<file path="src/rtl/or_fr_monitor.sv">
// Checks a == b | c on an OR DUT; counts errors, flags a forced (stuck) output and its release.
// Define ORMON_FIRST_ERR_EN to capture {b,c,a} of the first mismatch.
module or_fr_monitor #(
  parameter int WIDTH       = 2,
  parameter int STUCK_LIMIT = 4,
  parameter int CNT_W       = 8
) (
  input  logic               clk,
  input  logic               rst_n,
  input  logic               en,
  input  logic               clr,
  input  logic [WIDTH-1:0]   in_b,
  input  logic [WIDTH-1:0]   in_c,
  input  logic [WIDTH-1:0]   out_a,
  output logic               mismatch,
  output logic               stuck,
  output logic               released,
  output logic [CNT_W-1:0]   err_cnt,
  output logic [CNT_W-1:0]   chk_cnt,
  output logic [1:0]         state,
  output logic [3*WIDTH-1:0] first_err,
  output logic               first_err_vld
);

  typedef enum logic [1:0] {
    IDLE   = 2'd0,
    FILL   = 2'd1,
    CHECK  = 2'd2,
    FORCED = 2'd3
  } state_e;

  localparam logic [7:0]       LIMIT = 8'(STUCK_LIMIT);
  localparam logic [CNT_W-1:0] CMAX  = '1;
  localparam logic [CNT_W-1:0] CONE  = CNT_W'(1);

  state_e           state_q, state_d;
  logic [WIDTH-1:0] s_b_q, s_b_d;
  logic [WIDTH-1:0] s_c_q, s_c_d;
  logic [WIDTH-1:0] s_a_q, s_a_d;
  logic [7:0]       run_q, run_d;
  logic             stuck_q, stuck_d;
  logic             mism_q, mism_d;
  logic             rel_q, rel_d;
  logic [CNT_W-1:0] err_q, err_d;
  logic [CNT_W-1:0] chk_q, chk_d;
  logic             do_chk;
  logic             miss;
  logic             run_hit;

  assign do_chk  = en && (state_q == CHECK || state_q == FORCED);
  assign miss    = s_a_q != (s_b_q | s_c_q);
  assign run_hit = run_q >= (LIMIT - 8'd1);

  always_ff @(posedge clk or negedge rst_n) begin
    if (!rst_n) state_q <= IDLE;
    else        state_q <= state_d;
  end

  always_comb begin
    state_d = state_q;
    if (clr) begin
      state_d = en ? FILL : IDLE;
    end else if (!en) begin
      state_d = IDLE;
    end else begin
      case (state_q)
        IDLE:    state_d = FILL;
        FILL:    state_d = CHECK;
        CHECK:   if (miss && run_hit) state_d = FORCED;
        FORCED:  if (!miss) state_d = CHECK;
        default: state_d = IDLE;
      endcase
    end
  end

  always_comb begin
    s_b_d   = en ? in_b  : s_b_q;
    s_c_d   = en ? in_c  : s_c_q;
    s_a_d   = en ? out_a : s_a_q;
    run_d   = run_q;
    stuck_d = stuck_q;
    mism_d  = 1'b0;
    rel_d   = 1'b0;
    err_d   = err_q;
    chk_d   = chk_q;
    if (clr) begin
      run_d   = '0;
      stuck_d = 1'b0;
      err_d   = '0;
      chk_d   = '0;
    end else if (!en) begin
      run_d = '0;
    end else if (do_chk) begin
      chk_d = (chk_q == CMAX) ? chk_q : chk_q + CONE;
      if (miss) begin
        mism_d = 1'b1;
        err_d  = (err_q == CMAX) ? err_q : err_q + CONE;
        run_d  = run_hit ? LIMIT : run_q + 8'd1;
        if (state_q == CHECK && run_hit) stuck_d = 1'b1;
      end else begin
        run_d = '0;
        if (state_q == FORCED) begin
          rel_d   = 1'b1;
          stuck_d = 1'b0;
        end
      end
    end
  end

  always_ff @(posedge clk or negedge rst_n) begin
    if (!rst_n) begin
      s_b_q   <= '0;
      s_c_q   <= '0;
      s_a_q   <= '0;
      run_q   <= '0;
      stuck_q <= 1'b0;
      mism_q  <= 1'b0;
      rel_q   <= 1'b0;
      err_q   <= '0;
      chk_q   <= '0;
    end else begin
      s_b_q   <= s_b_d;
      s_c_q   <= s_c_d;
      s_a_q   <= s_a_d;
      run_q   <= run_d;
      stuck_q <= stuck_d;
      mism_q  <= mism_d;
      rel_q   <= rel_d;
      err_q   <= err_d;
      chk_q   <= chk_d;
    end
  end

  assign mismatch = mism_q;
  assign released = rel_q;
  assign stuck    = stuck_q;
  assign err_cnt  = err_q;
  assign chk_cnt  = chk_q;
  assign state    = state_q;

`ifdef ORMON_FIRST_ERR_EN
  logic [3*WIDTH-1:0] fe_q, fe_d;
  logic               fe_vld_q, fe_vld_d;

  always_comb begin
    fe_d     = fe_q;
    fe_vld_d = fe_vld_q;
    if (clr) begin
      fe_d     = '0;
      fe_vld_d = 1'b0;
    end else if (do_chk && miss && !fe_vld_q) begin
      fe_d     = {s_b_q, s_c_q, s_a_q};
      fe_vld_d = 1'b1;
    end
  end

  always_ff @(posedge clk or negedge rst_n) begin
    if (!rst_n) begin
      fe_q     <= '0;
      fe_vld_q <= 1'b0;
    end else begin
      fe_q     <= fe_d;
      fe_vld_q <= fe_vld_d;
    end
  end

  assign first_err     = fe_q;
  assign first_err_vld = fe_vld_q;
`else
  assign first_err     = '0;
  assign first_err_vld = 1'b0;
`endif

endmodule

</file>
<file path="config.mk">
export PLATFORM = sky130hd
export DESIGN_NAME = or_fr_monitor
export DESIGN_NICKNAME = d
export VERILOG_FILES = /design/src/rtl/or_fr_monitor.sv
export SDC_FILE = /design/constraint.sdc
export NUM_CORES = 1
export LEC_CHECK = 0
export BUFFER_PORTS_ARGS = -buffer_cell sky130_fd_sc_hd__buf_2
export CAP_MARGIN = 10
export CORE_ASPECT_RATIO = 1.2
export CORE_MARGIN = 3
export CORE_UTILIZATION = 39
export CTS_CLUSTER_SIZE = 25
export DETAILED_ROUTE_END_ITERATION = 16
export GPL_ROUTABILITY_DRIVEN = 0
export GPL_TIMING_DRIVEN = 1
export PLACE_DENSITY = 0.65
export SLEW_MARGIN = 30
export SYNTH_ARGS = -nofsm -noshare
export SYNTH_HDL_FRONTEND = slang
export SYNTH_SLANG_ARGS = --single-unit
</file>
<file path="constraint.sdc">
create_clock -name clk -period 1.5 [get_ports clk]
set_input_delay 0.075 -clock clk [delete_from_list [all_inputs] [get_ports clk]]
set_output_delay 0.075 -clock clk [all_outputs]
set_load 0.01 [all_outputs]
</file>
==> impl_metrics.yaml <==
outcome:
  status: "finished, violations left"
  violations: "negative setup slack"
clock_network:
  clock_sinks: 35
  cts_tree: "built"
  clkTransAtPathRegs_ns: 0.07
  clock_path_buffers: 2
  htreeDepth: 2
  clk_latency_ns: 0.28
  cts_buffers: 5
  root_buffer: "clkbuf_8"
global_route:
  grt_pass1_vias: 1459
  grt-ovfl-total: 0
  track_usage_pct: 16.9
  grt_max_degree: 36
  antenna_found_initial: 0
  grt_first_pass_wirelength_um: 6940
layout:
  stdcell_count: 290
  diodes: 0
  drive_above_1_share_pct: 46.6
  finalCoreUtilization_pct: 56.9
  area_growth_pct: 37.1
  final_nets: 246
setup_path:
  r2r_cells: 4
  setup.worst_path.end_class: "flop"
  cp-start-kind: "flop"
  cp_max_fo: 7
  path_class: "reg -> reg"
  worstPathRequired_ns: 1.67
  arrival_ns: 1.82
yosys:
  synth_top_cells_by_area: "dfrtp_1 48%, mux2_2 6.2%, nor2_1 3.3%"
  synth.most_common_cell: "dfrtp_1"
  yosys-top-cells-count: "35 x dfrtp_1, 16 x nor2_1, 12 x nand2_1, 10 x mux2_2, 10 x nor3_1"
  netlist_area_um2: 1820
  synth_top_area_cell: "dfrtp_1"
  synthArstFlopShare_pct: 100
  synth_area_per_cell_um2: 10.7
  synthDistinctLibCells: 49
  synthCells: 170
  synth_top_area_share_pct: 48.0
  yosysWarnings: 0
  synth-edff-count: 0
  ys_ff_latch: 35
  ys.flop_type: "dfrtp_1"
  yosysSeqAreaShare_pct: 48.0
route:
  top_layer: "met4"
  drcViolationCount: 0
  ant_nets: 0
  drt_pass1_iterations: 4
  avgViaCountPerCell: 5.26
  routed_wirelength_um: 4180
  drt_iter0_markers: 53
  dr_wl_met3_um: 189
  num_vias: 1526
  wire_per_inst_um: 14.4
  routedLengthMet1_um: 1790
  wl_met2_um: 2110
power:
  p_leak_nw: 1.15
  peakVddDrop_mv: 0.569
  power_density_nw_per_um2: 845
floorplan:
  die_h_um: 80.9
  die_w_um: 68.4
  dieArea_um2: 5530
  rows: 26
  ios: 38
  initial_utilization_pct: 41.5
  coreArea_um2: 4390
timing:
  finalSetupViolations: 18
  grt_setup_unrepaired: "yes"
  hold_viol: 0
  fin_ws_ns: -0.145
  fmax_mhz: 608
  period_share_pct: 110
  drv_slew: 0
  period_minus_slack_ns: 1.64
  fin_skew_ns: 0.00840
place:
  place_ws_ns: -0.179
  port-buffer-count: 30
  hpwl_um: 2970
  dp.cells: 280
worst_hold_path:
  hold_depth: 2
  hold_class: "in -> reg"
flow_run:
  drv_cap: 0
## sequential cells by signal, summed over array words and instances (netlist names)
name and flops:
chk_cnt 8, err_cnt 8, run_q 8, s_a_q 2
s_b_q 2, s_c_q 2, state 2, mismatch 1
released 1, stuck 1
## final cells by class
type,count,area [um2]
inverters,4,15.0
clock buffers,6,82.6
fillers,409,1890
well taps,56,70.1
repair buffers,64,412
flip-flops and latches,35,877
multi-input cells,123,1010
clock inverters,2,35.0
## path summary, 6_finish.rpt
path / start / to / slack, ns
min in group asynchronous: rst_n / run_q[6] / 0.34
max in group asynchronous: rst_n / state[1] / 0.82
worst max register to register: s_b_q[1] / err_cnt[7] / -0.14
worst min register to register: run_q[3] / run_q[3] / 0.52
worst min-delay path: out_a[0] / s_a_q[0] / 0.02
worst max-delay path: s_b_q[1] / err_cnt[7] / -0.14
## per-layer routing
metal  vias to the layer above  global-route usage (%)
li1                        738                       -
met1                       749                    21.2
met2                        33                    27.0
met3                         6                    4.29
met4                         0                    7.36
met5                         -                       0
## per-stage QoR
stage                     power, mW  area (um2)  setup TNS [ns]  hold slack, ns
after detailed placement       1.23        2250           -2.04           0.142
final                          2.11        2500           -1.68          0.0159
after global routing           2.22        2500           -2.78         0.00936
after CTS                      2.14        2420           -1.60         0.00789
after global placement         1.23        2250           -1.71           0.139
after floorplan                1.15        1880          -0.410          -0.221
## critical path: stages (launching register included)
cell and delay [ns]:
dfrtp_1 0.42, o21ba_4 0.26, nor4_4 0.47, nor3_1 0.11, mux2_2 0.28
## what timing repair did
item | CTS | global route
cloned | 0 | 0
setup endpoints to repair | 20 | 20
pin swaps | 17 | 3
hold buffers | 1 | 0
endpoints found under the hold margin | 35 | 0
gates resized for setup | 11 | 13
buffers inserted | 2 | 1
## logic make-up after synthesis
group | Yosys count | share of synthesized area, %
AND/OR/NAND/NOR | 65 | 20.1
flip-flops | 35 | 48.0
AO/OA/AOI/OAI | 32 | 14.8
buffers and inverters | 18 | 5.28
multiplexers | 13 | 8.10
adder cells (fa/ha/maj) | 3 | 2.06
XOR/XNOR | 3 | 1.44
other | 1 | 0.206
## cell usage in the layout, fill, tap and decap left out, drive strengths merged, types with 3 or more instances in the layout
| cell | n |
|---|---|
| nor3b | 5 |
| nor3 | 10 |
| dfrtp | 35 |
| a21oi | 6 |
| mux2 | 11 |
| or4 | 4 |
| inv | 4 |
| nand3 | 3 |
| nand2 | 12 |
| a31oi | 4 |
| ha | 3 |
| o41ai | 3 |
| and2 | 4 |
| clkbuf | 6 |
| nor2 | 16 |
| conb | 7 |
| buf | 63 |
## where the power goes
part | switching [mW] | total [mW] | internal, mW
clock | 0.339 | 0.877 | 0.538
combinational | 0.129 | 0.241 | 0.112
sequential | 0.0277 | 0.994 | 0.967
No activity file was read; power rests on OpenSTA's default activity.
